## config.mk

```make
export PLATFORM = sky130hd
export DESIGN_NAME = dmem_write_tap
export DESIGN_NICKNAME = d
export VERILOG_FILES = /design/src/rtl/wtap_pkg.sv /design/src/rtl/wtap_fifo.sv /design/src/rtl/dmem_write_tap.sv
export SDC_FILE = /design/constraint.sdc
export NUM_CORES = 1
export LEC_CHECK = 0
export CAP_MARGIN = 10
export CORE_MARGIN = 5
export CORE_UTILIZATION = 30
export DETAILED_ROUTE_END_ITERATION = 16
export GPL_ROUTABILITY_DRIVEN = 0
export HOLD_SLACK_MARGIN = 0.02
export PLACE_DENSITY_LB_ADDON = 0.08
export SLEW_MARGIN = 30
export SYNTH_ARGS = -nofsm -noshare
export SYNTH_HDL_FRONTEND = slang
export SYNTH_SLANG_ARGS = --single-unit
```

## constraint.sdc

```tcl
create_clock -name clk -period 4.65 [get_ports clk]
set_clock_uncertainty 0.2 [all_clocks]
set_input_delay 1.395 -clock clk [delete_from_list [all_inputs] [get_ports clk]]
set_output_delay 1.395 -clock clk [all_outputs]
set_load 0.1 [all_outputs]
```

## src/rtl/wtap_pkg.sv

```systemverilog
// Shared types and defaults for the data-memory write tap: capture-state enum,
// queued event record and the little-endian to readable byte swap.
package wtap_pkg;

    localparam int                 WTAP_ADDR_W     = 30;
    localparam int                 WTAP_DATA_W     = 32;
    localparam int                 WTAP_DEPTH      = 4;
    localparam logic [WTAP_ADDR_W-1:0] WTAP_PORT_BASE  = 30'h0;
    localparam int                 WTAP_PORT_COUNT = 14;

    typedef enum logic {
        IDLE = 1'b0,
        HOLD = 1'b1
    } cap_state_t;

    typedef struct packed {
        logic [WTAP_ADDR_W-1:0] addr;
        logic [WTAP_DATA_W-1:0] data;
    } wtap_event_t;

    function automatic logic [31:0] byte_swap32(input logic [31:0] d);
        return {d[7:0], d[15:8], d[23:16], d[31:24]};
    endfunction

endpackage : wtap_pkg

```

## src/rtl/wtap_fifo.sv

```systemverilog
// Synchronous event FIFO with wrap-bit pointers and a registered head entry,
// so the consumer side never sees a read-port mux on the storage array.
module wtap_fifo
    import wtap_pkg::*;
#(
    parameter int  DEPTH   = WTAP_DEPTH,
    parameter type entry_t = wtap_event_t
) (
    input  logic   clk,
    input  logic   rst,
    input  logic   push,
    input  entry_t din,
    input  logic   pop,
    output logic   full,
    output logic   empty,
    output entry_t head
);

    localparam int IDX_W = $clog2(DEPTH);
    localparam logic [IDX_W:0]   PTR_ONE = (IDX_W+1)'(1);
    localparam logic [IDX_W-1:0] IDX_ONE = IDX_W'(1);

    logic [IDX_W:0]   wr_ptr;
    logic [IDX_W:0]   rd_ptr;
    logic [IDX_W:0]   count;
    logic [IDX_W-1:0] wr_idx;
    logic [IDX_W-1:0] rd_idx;
    logic [IDX_W-1:0] rd_idx_next;
    logic             do_push;
    logic             do_pop;
    entry_t           mem [DEPTH];
    entry_t           head_q;

    assign wr_idx      = wr_ptr[IDX_W-1:0];
    assign rd_idx      = rd_ptr[IDX_W-1:0];
    assign rd_idx_next = rd_idx + IDX_ONE;
    assign count       = wr_ptr - rd_ptr;

    assign empty = (wr_ptr == rd_ptr);
    assign full  = (wr_idx == rd_idx) && (wr_ptr[IDX_W] != rd_ptr[IDX_W]);

    // A full FIFO still accepts a push when its head leaves in the same cycle.
    assign do_pop  = pop && !empty;
    assign do_push = push && (!full || do_pop);

    // NOTE: sequential state uses non-blocking assignments so every flop samples pre-edge values.
    always_ff @(posedge clk or negedge rst) begin
        if (!rst) begin
            wr_ptr <= '0;
            rd_ptr <= '0;
        end else begin
            if (do_push) wr_ptr <= wr_ptr + PTR_ONE;
            if (do_pop)  rd_ptr <= rd_ptr + PTR_ONE;
        end
    end

    // NOTE: storage has no reset; the pointers alone define which entries are valid.
    always_ff @(posedge clk) begin
        if (do_push) mem[wr_idx] <= din;
    end

    // Head tracks the oldest entry; when that entry is being written this cycle, take din directly.
    always_ff @(posedge clk or negedge rst) begin
        if (!rst) begin
            head_q <= '0;
        end else if (do_pop) begin
            if (count == PTR_ONE) begin
                head_q <= do_push ? din : '0;
            end else begin
                head_q <= mem[rd_idx_next];
            end
        end else if (empty && do_push) begin
            head_q <= din;
        end
    end

    assign head = head_q;

endmodule : wtap_fifo

```

## src/rtl/dmem_write_tap.sv

```systemverilog
// Capture stage on the D-memory write bus: one event per completed store, byte-swapped,
// queued toward the test-port checker. Optional address window: WTAP_ADDR_FILTER_EN.
module dmem_write_tap
    import wtap_pkg::*;
#(
    parameter int                ADDR_W     = WTAP_ADDR_W,
    parameter int                DATA_W     = WTAP_DATA_W,
    parameter int                DEPTH      = WTAP_DEPTH,
    parameter logic [ADDR_W-1:0] PORT_BASE  = WTAP_PORT_BASE,
    parameter int                PORT_COUNT = WTAP_PORT_COUNT
) (
    input  logic              clk,
    input  logic              rst,
    input  logic              mem_wen,
    input  logic [ADDR_W-1:0] mem_addr,
    input  logic [DATA_W-1:0] mem_wdata,
    input  logic              mem_stall,
    output logic              ev_valid,
    input  logic              ev_ready,
    output logic [ADDR_W-1:0] ev_addr,
    output logic [DATA_W-1:0] ev_data,
    output logic [3:0]        ev_index,
    output logic [15:0]       ev_count,
    output logic [7:0]        drop_count,
    output logic              overflow
);

    typedef struct packed {
        logic [ADDR_W-1:0] addr;
        logic [DATA_W-1:0] data;
    } event_t;

    cap_state_t        state_q;
    cap_state_t        state_d;
    logic [ADDR_W-1:0] held_addr_q;
    logic              capture;
    logic [ADDR_W-1:0] offset;
    logic              in_window;
    logic              accept;
    logic              fifo_full;
    logic              fifo_empty;
    logic              push;
    logic              pop;
    logic              drop;
    event_t            cand;
    event_t            head;
    logic [ADDR_W-1:0] head_offset;

    // Capture FSM: state register.
    always_ff @(posedge clk or negedge rst) begin
        if (!rst) state_q <= IDLE;
        else      state_q <= state_d;
    end

    // Capture FSM: next state. HOLD persists while write-enable stays high.
    always_comb begin
        // NOTE: default assignment first so no path leaves state_d unassigned (no latch).
        state_d = state_q;
        case (state_q)
            IDLE:    if (mem_wen && !mem_stall) state_d = HOLD;
            HOLD:    if (!mem_wen)              state_d = IDLE;
            default: state_d = IDLE;
        endcase
    end

    // Capture FSM: outputs. A held enable at the latched address is the same store, not a new one.
    always_comb begin
        capture = 1'b0;
        case (state_q)
            IDLE:    capture = mem_wen && !mem_stall;
            HOLD:    capture = mem_wen && !mem_stall && (mem_addr != held_addr_q);
            default: capture = 1'b0;
        endcase
    end

    always_ff @(posedge clk or negedge rst) begin
        if (!rst)         held_addr_q <= '0;
        else if (capture) held_addr_q <= mem_addr;
    end

    assign offset    = mem_addr - PORT_BASE;
    assign in_window = (mem_addr >= PORT_BASE) && (offset < ADDR_W'(PORT_COUNT));

`ifdef WTAP_ADDR_FILTER_EN
    assign accept = capture && in_window;
`else
    logic unused_in_window;
    assign unused_in_window = in_window;
    assign accept           = capture;
`endif

    assign cand.addr = mem_addr;
    assign cand.data = byte_swap32(mem_wdata);

    assign ev_valid = !fifo_empty;
    assign pop      = ev_valid && ev_ready;
    assign push     = accept && (!fifo_full || pop);
    assign drop     = accept && fifo_full && !pop;

    wtap_fifo #(
        .DEPTH   (DEPTH),
        .entry_t (event_t)
    ) u_fifo (
        .clk   (clk),
        .rst   (rst),
        .push  (push),
        .din   (cand),
        .pop   (pop),
        .full  (fifo_full),
        .empty (fifo_empty),
        .head  (head)
    );

    assign ev_addr     = head.addr;
    assign ev_data     = head.data;
    assign head_offset = head.addr - PORT_BASE;
    // The head register is zero when empty; gating keeps the index at zero then for any PORT_BASE.
    assign ev_index    = ev_valid ? head_offset[3:0] : 4'd0;

    always_ff @(posedge clk or negedge rst) begin
        if (!rst) begin
            ev_count   <= '0;
            drop_count <= '0;
            overflow   <= 1'b0;
        end else begin
            if (push) ev_count <= ev_count + 16'd1;
            if (drop) begin
                if (drop_count != 8'hFF) drop_count <= drop_count + 8'd1;
                overflow <= 1'b1;
            end
        end
    end

endmodule : dmem_write_tap

```

==> summary.md <==
| Metric | Value |
|---|---|
| Run status | finished, final reports clean |
| Cell taking the most area after synthesis | edfxtp_1 |
| 1st-pass router iterations | 4 |
| Pwr Density | 776 mW/mm² |
| Mapped Nets | 881 |
| Netlist cell types | 45 |
| Seq cells post-synth | around 370 |
| Final min period | 4.05 ns |
| Number of cells on the worst reg-to-reg path | 9 |
| CP endpoint kind | output port |
| RR Startpoint | u_fifo.rd_ptr[0] |
| Placed cell area | around 0.018 mm² |
| Clk sink count | 372 |
| DIE AREA | approximately 0.054 mm² |
| CTS max path bufs | 3 |
| Ys async rst share | between 30% and 40% |
| Core Footprint | between 0.04 and 0.05 mm² |
| R2R Path End | u_fifo.head[2] |
| Post-Synthesis Cells | roughly 800 |
| Met1 Usage GRT | 19.8% |
| Tot Pwr | ~15000 µW |
| Max-cap violations | 0 |
| Grt met3 use | roughly 2.7% |
| Transition time of the tightest slew-check pin | 1.01 ns |
| CTS H-tree lvls | 2 |
| DRT iter0 DRCs | 372 |
| HP Class | reg2reg |
| Die width | between 200 and 250 µm |
| Crit-path max FO | 25 |
| Cells after DPL | 1634 |
| Hpwl dp | approximately 23000 µm |
| Hold Path End | overflow |
| P&R area growth vs syn | 28.0% |
| Top delay family on crit path | flip-flops |
| Relative slew margins | between 30% and 40% |
| Top post-synthesis cells by area | edfxtp_1, dfrtp_1, mux4_2 |
| Setup Crit Path Kind | reg2out |
| Arrival time worst endpoint | roughly 2.5 ns |
| VDD IR max | ~0.67 mV |
| Setup violations, final | 0 |
| Most frequent cell after synthesis | edfxtp_1 |
| CTS Hold Bufs | 0 |
| Syn_area_per_cell | 18.5 µm² |
| Post-Syn Area | approximately 0.015 mm² |
| Yosys top cell area share | roughly 50% |
| Fin crit share | between 80 and 90% |
| Chip height | between 200 and 250 µm |
| Diode count | 0 |
| Overall Global Routing Usage | between 10% and 20% |
| Rows | just over 80 |
| M2 GR Usage | a little under a quarter |
| Top FF cell, synth | edfxtp_1 |
| CP peak stage delay | 0.70 ns |
| CP required | approximately 3.1 ns |
| Total Wirelength | between 30000 and 40000 µm |
| Non-filler instance count after layout | about 1.7k |
| I/O pin cnt | 159 |
| Share of the yosys chip area belonging to registers | between 70% and 80% |
| Peak Freq | 0.247 GHz |
| Fin nets | approximately 1.1k |
| Vias per inst | roughly 4.8 |
| # Post-CTS Setup Buffers | 0 |
| Clock Latency Late Sink | ~0.56 ns |
| Total CTS buffers | 44 |
| Syn. warnings | 0 |
| Pins Over Slew Limit | 0 |
| ANT nets after route | 0 |
| Initial Util | 30.3% |
| Pleak | between 0.006 and 0.007 µW |
| Routed vias | ~8.2k |
| Cells along the critical path | ha_1 > nand3_4 > and2_1 > buf_4 |
| Initial antenna violation count | 1 |
| Startpoint Class | flip-flop |
| Unrepaired setup endpoints after global routing | no |
| Layout Utilization | a little under 40% |
| Hold Vio Cnt, Final | 0 |
| Hold path start | overflow |
| Root Driver | clkbuf_16 |
| Bufs and invs on worst path | 1 |
| Global route overflow | 0 |
| Slowest CP cell | dfrtp_4 |
| Post-synth EDFFs | around 250 |
| Finished Cell Area | between 0.015 and 0.02 mm² |
| WL/cell | ~22 µm |
| Vias in the first global route | ~8.9k |
| Most frequent cells after synthesis | edfxtp_1, dfrtp_1, mux4_2 |
| PortBufs | 158 |
| Reg clk slew, reported paths | 0.06 ns |
| Post-route DRC | 0 |
| PostCTS Resize Cnt | 0 |
| Largest net degree at the start of global routing | between 50 and 60 |
| Worst R2R Setup Slack | 1.43 ns |
| Final TNS setup | 0 ns |
| GR peak layer | met2 |
| Hold Path Stages | 1 |
| Global-route wire length before repair | approximately 57000 µm |
| Share of cells above drive strength 1 | a little under a quarter |
| CTS tree | built |
## report_power, final
part           internal (µW)  switching, µW
logic                   2280           4370
clock network           2110           1370
registers               4200            412
## registers in the layout (all words and copies together) (netlist names)
register / cells
u_fifo.mem: 248
u_fifo.head: 62
held_addr_q: 30
ev_count: 16
drop_count: 8
u_fifo.rd_ptr: 3
u_fifo.wr_ptr: 3
overflow: 1
state_q: 1
## cell usage in the layout, fill, tap and decap left out, types with 3 or more instances in the layout
cell type	Yosys	layout
mux4_2	62	62
bufinv_16	0	4
nor2b_1	54	54
buf_12	0	8
clkbuf_16	0	46
nand2_1	14	14
and2_1	6	6
edfxtp_1	248	248
dfrtp_1	124	123
buf_2	17	3
buf_4	1	47
clkbuf_8	0	5
clkdlybuf4s50_1	0	148
nand4_1	17	17
a221o_1	54	54
clkinv_1	0	3
and3_1	14	10
xor2_1	3	3
inv_1	5	5
xnor2_1	52	52
a221oi_1	8	8
ha_1	9	8
nor3_1	9	9
a21oi_1	10	10
nand3_1	14	14
clkbuf_1	13	9
clkinv_2	0	11
and3_4	0	4
mux2_2	32	32
## worst max path at each step
stage                                start                to  slack (ns)  cells past startpoint
after floorplan                mem_addr[7]  u_fifo.mem[0][0]        0.14                      7
after global placement         mem_addr[3]   u_fifo.head[44]        0.28                      8
after detailed placement       mem_addr[3]   u_fifo.head[28]        0.30                      8
after CTS                 u_fifo.rd_ptr[0]       ev_index[1]        0.49                      4
after global routing      u_fifo.rd_ptr[0]       ev_index[2]        0.43                      4
final                     u_fifo.rd_ptr[0]       ev_index[1]        0.60                      4
## through the flow
step | setup slack (ns) | hold slack, ns
floorplan | 0.145 | 0.295
global placement | 0.275 | 0.248
detailed placement | 0.304 | 0.257
CTS | 0.488 | 0.281
global route | 0.426 | 0.300
finish | 0.596 | 0.279
## cell type report
class	count	area, µm²
Clock buffer	60	1250
Clock inverter	22	226
Fill cell	4541	29900
Inverter	5	18.8
Multi-Input combinational cell	384	4070
Sequential cell	372	10600
Tap cell	664	831
Timing Repair Buffer	209	2060
## metal layers
metal / vias to the layer above / share of wire (%)
met5: - / 0.034
met4: 2 / 2.0
met3: 57 / 4.5
met2: 167 / 47
met1: 4350 / 46
li1: 3619 / -
## cell families (layout without fill, tap and decap cells)
family	after synthesis	after routing	share of synthesized area [%]
AOI/OAI and AO/OA	80	80	4.98
and+or+nand+nor	143	143	5.92
adders and majority gates	10	10	0.893
xor gates and xnor gates	56	56	3.35
DFF	372	372	71.1
buffers and inverters	48	296	1.89
muxes	95	95	11.9
Note: power is estimated with default switching activity, not from simulation.
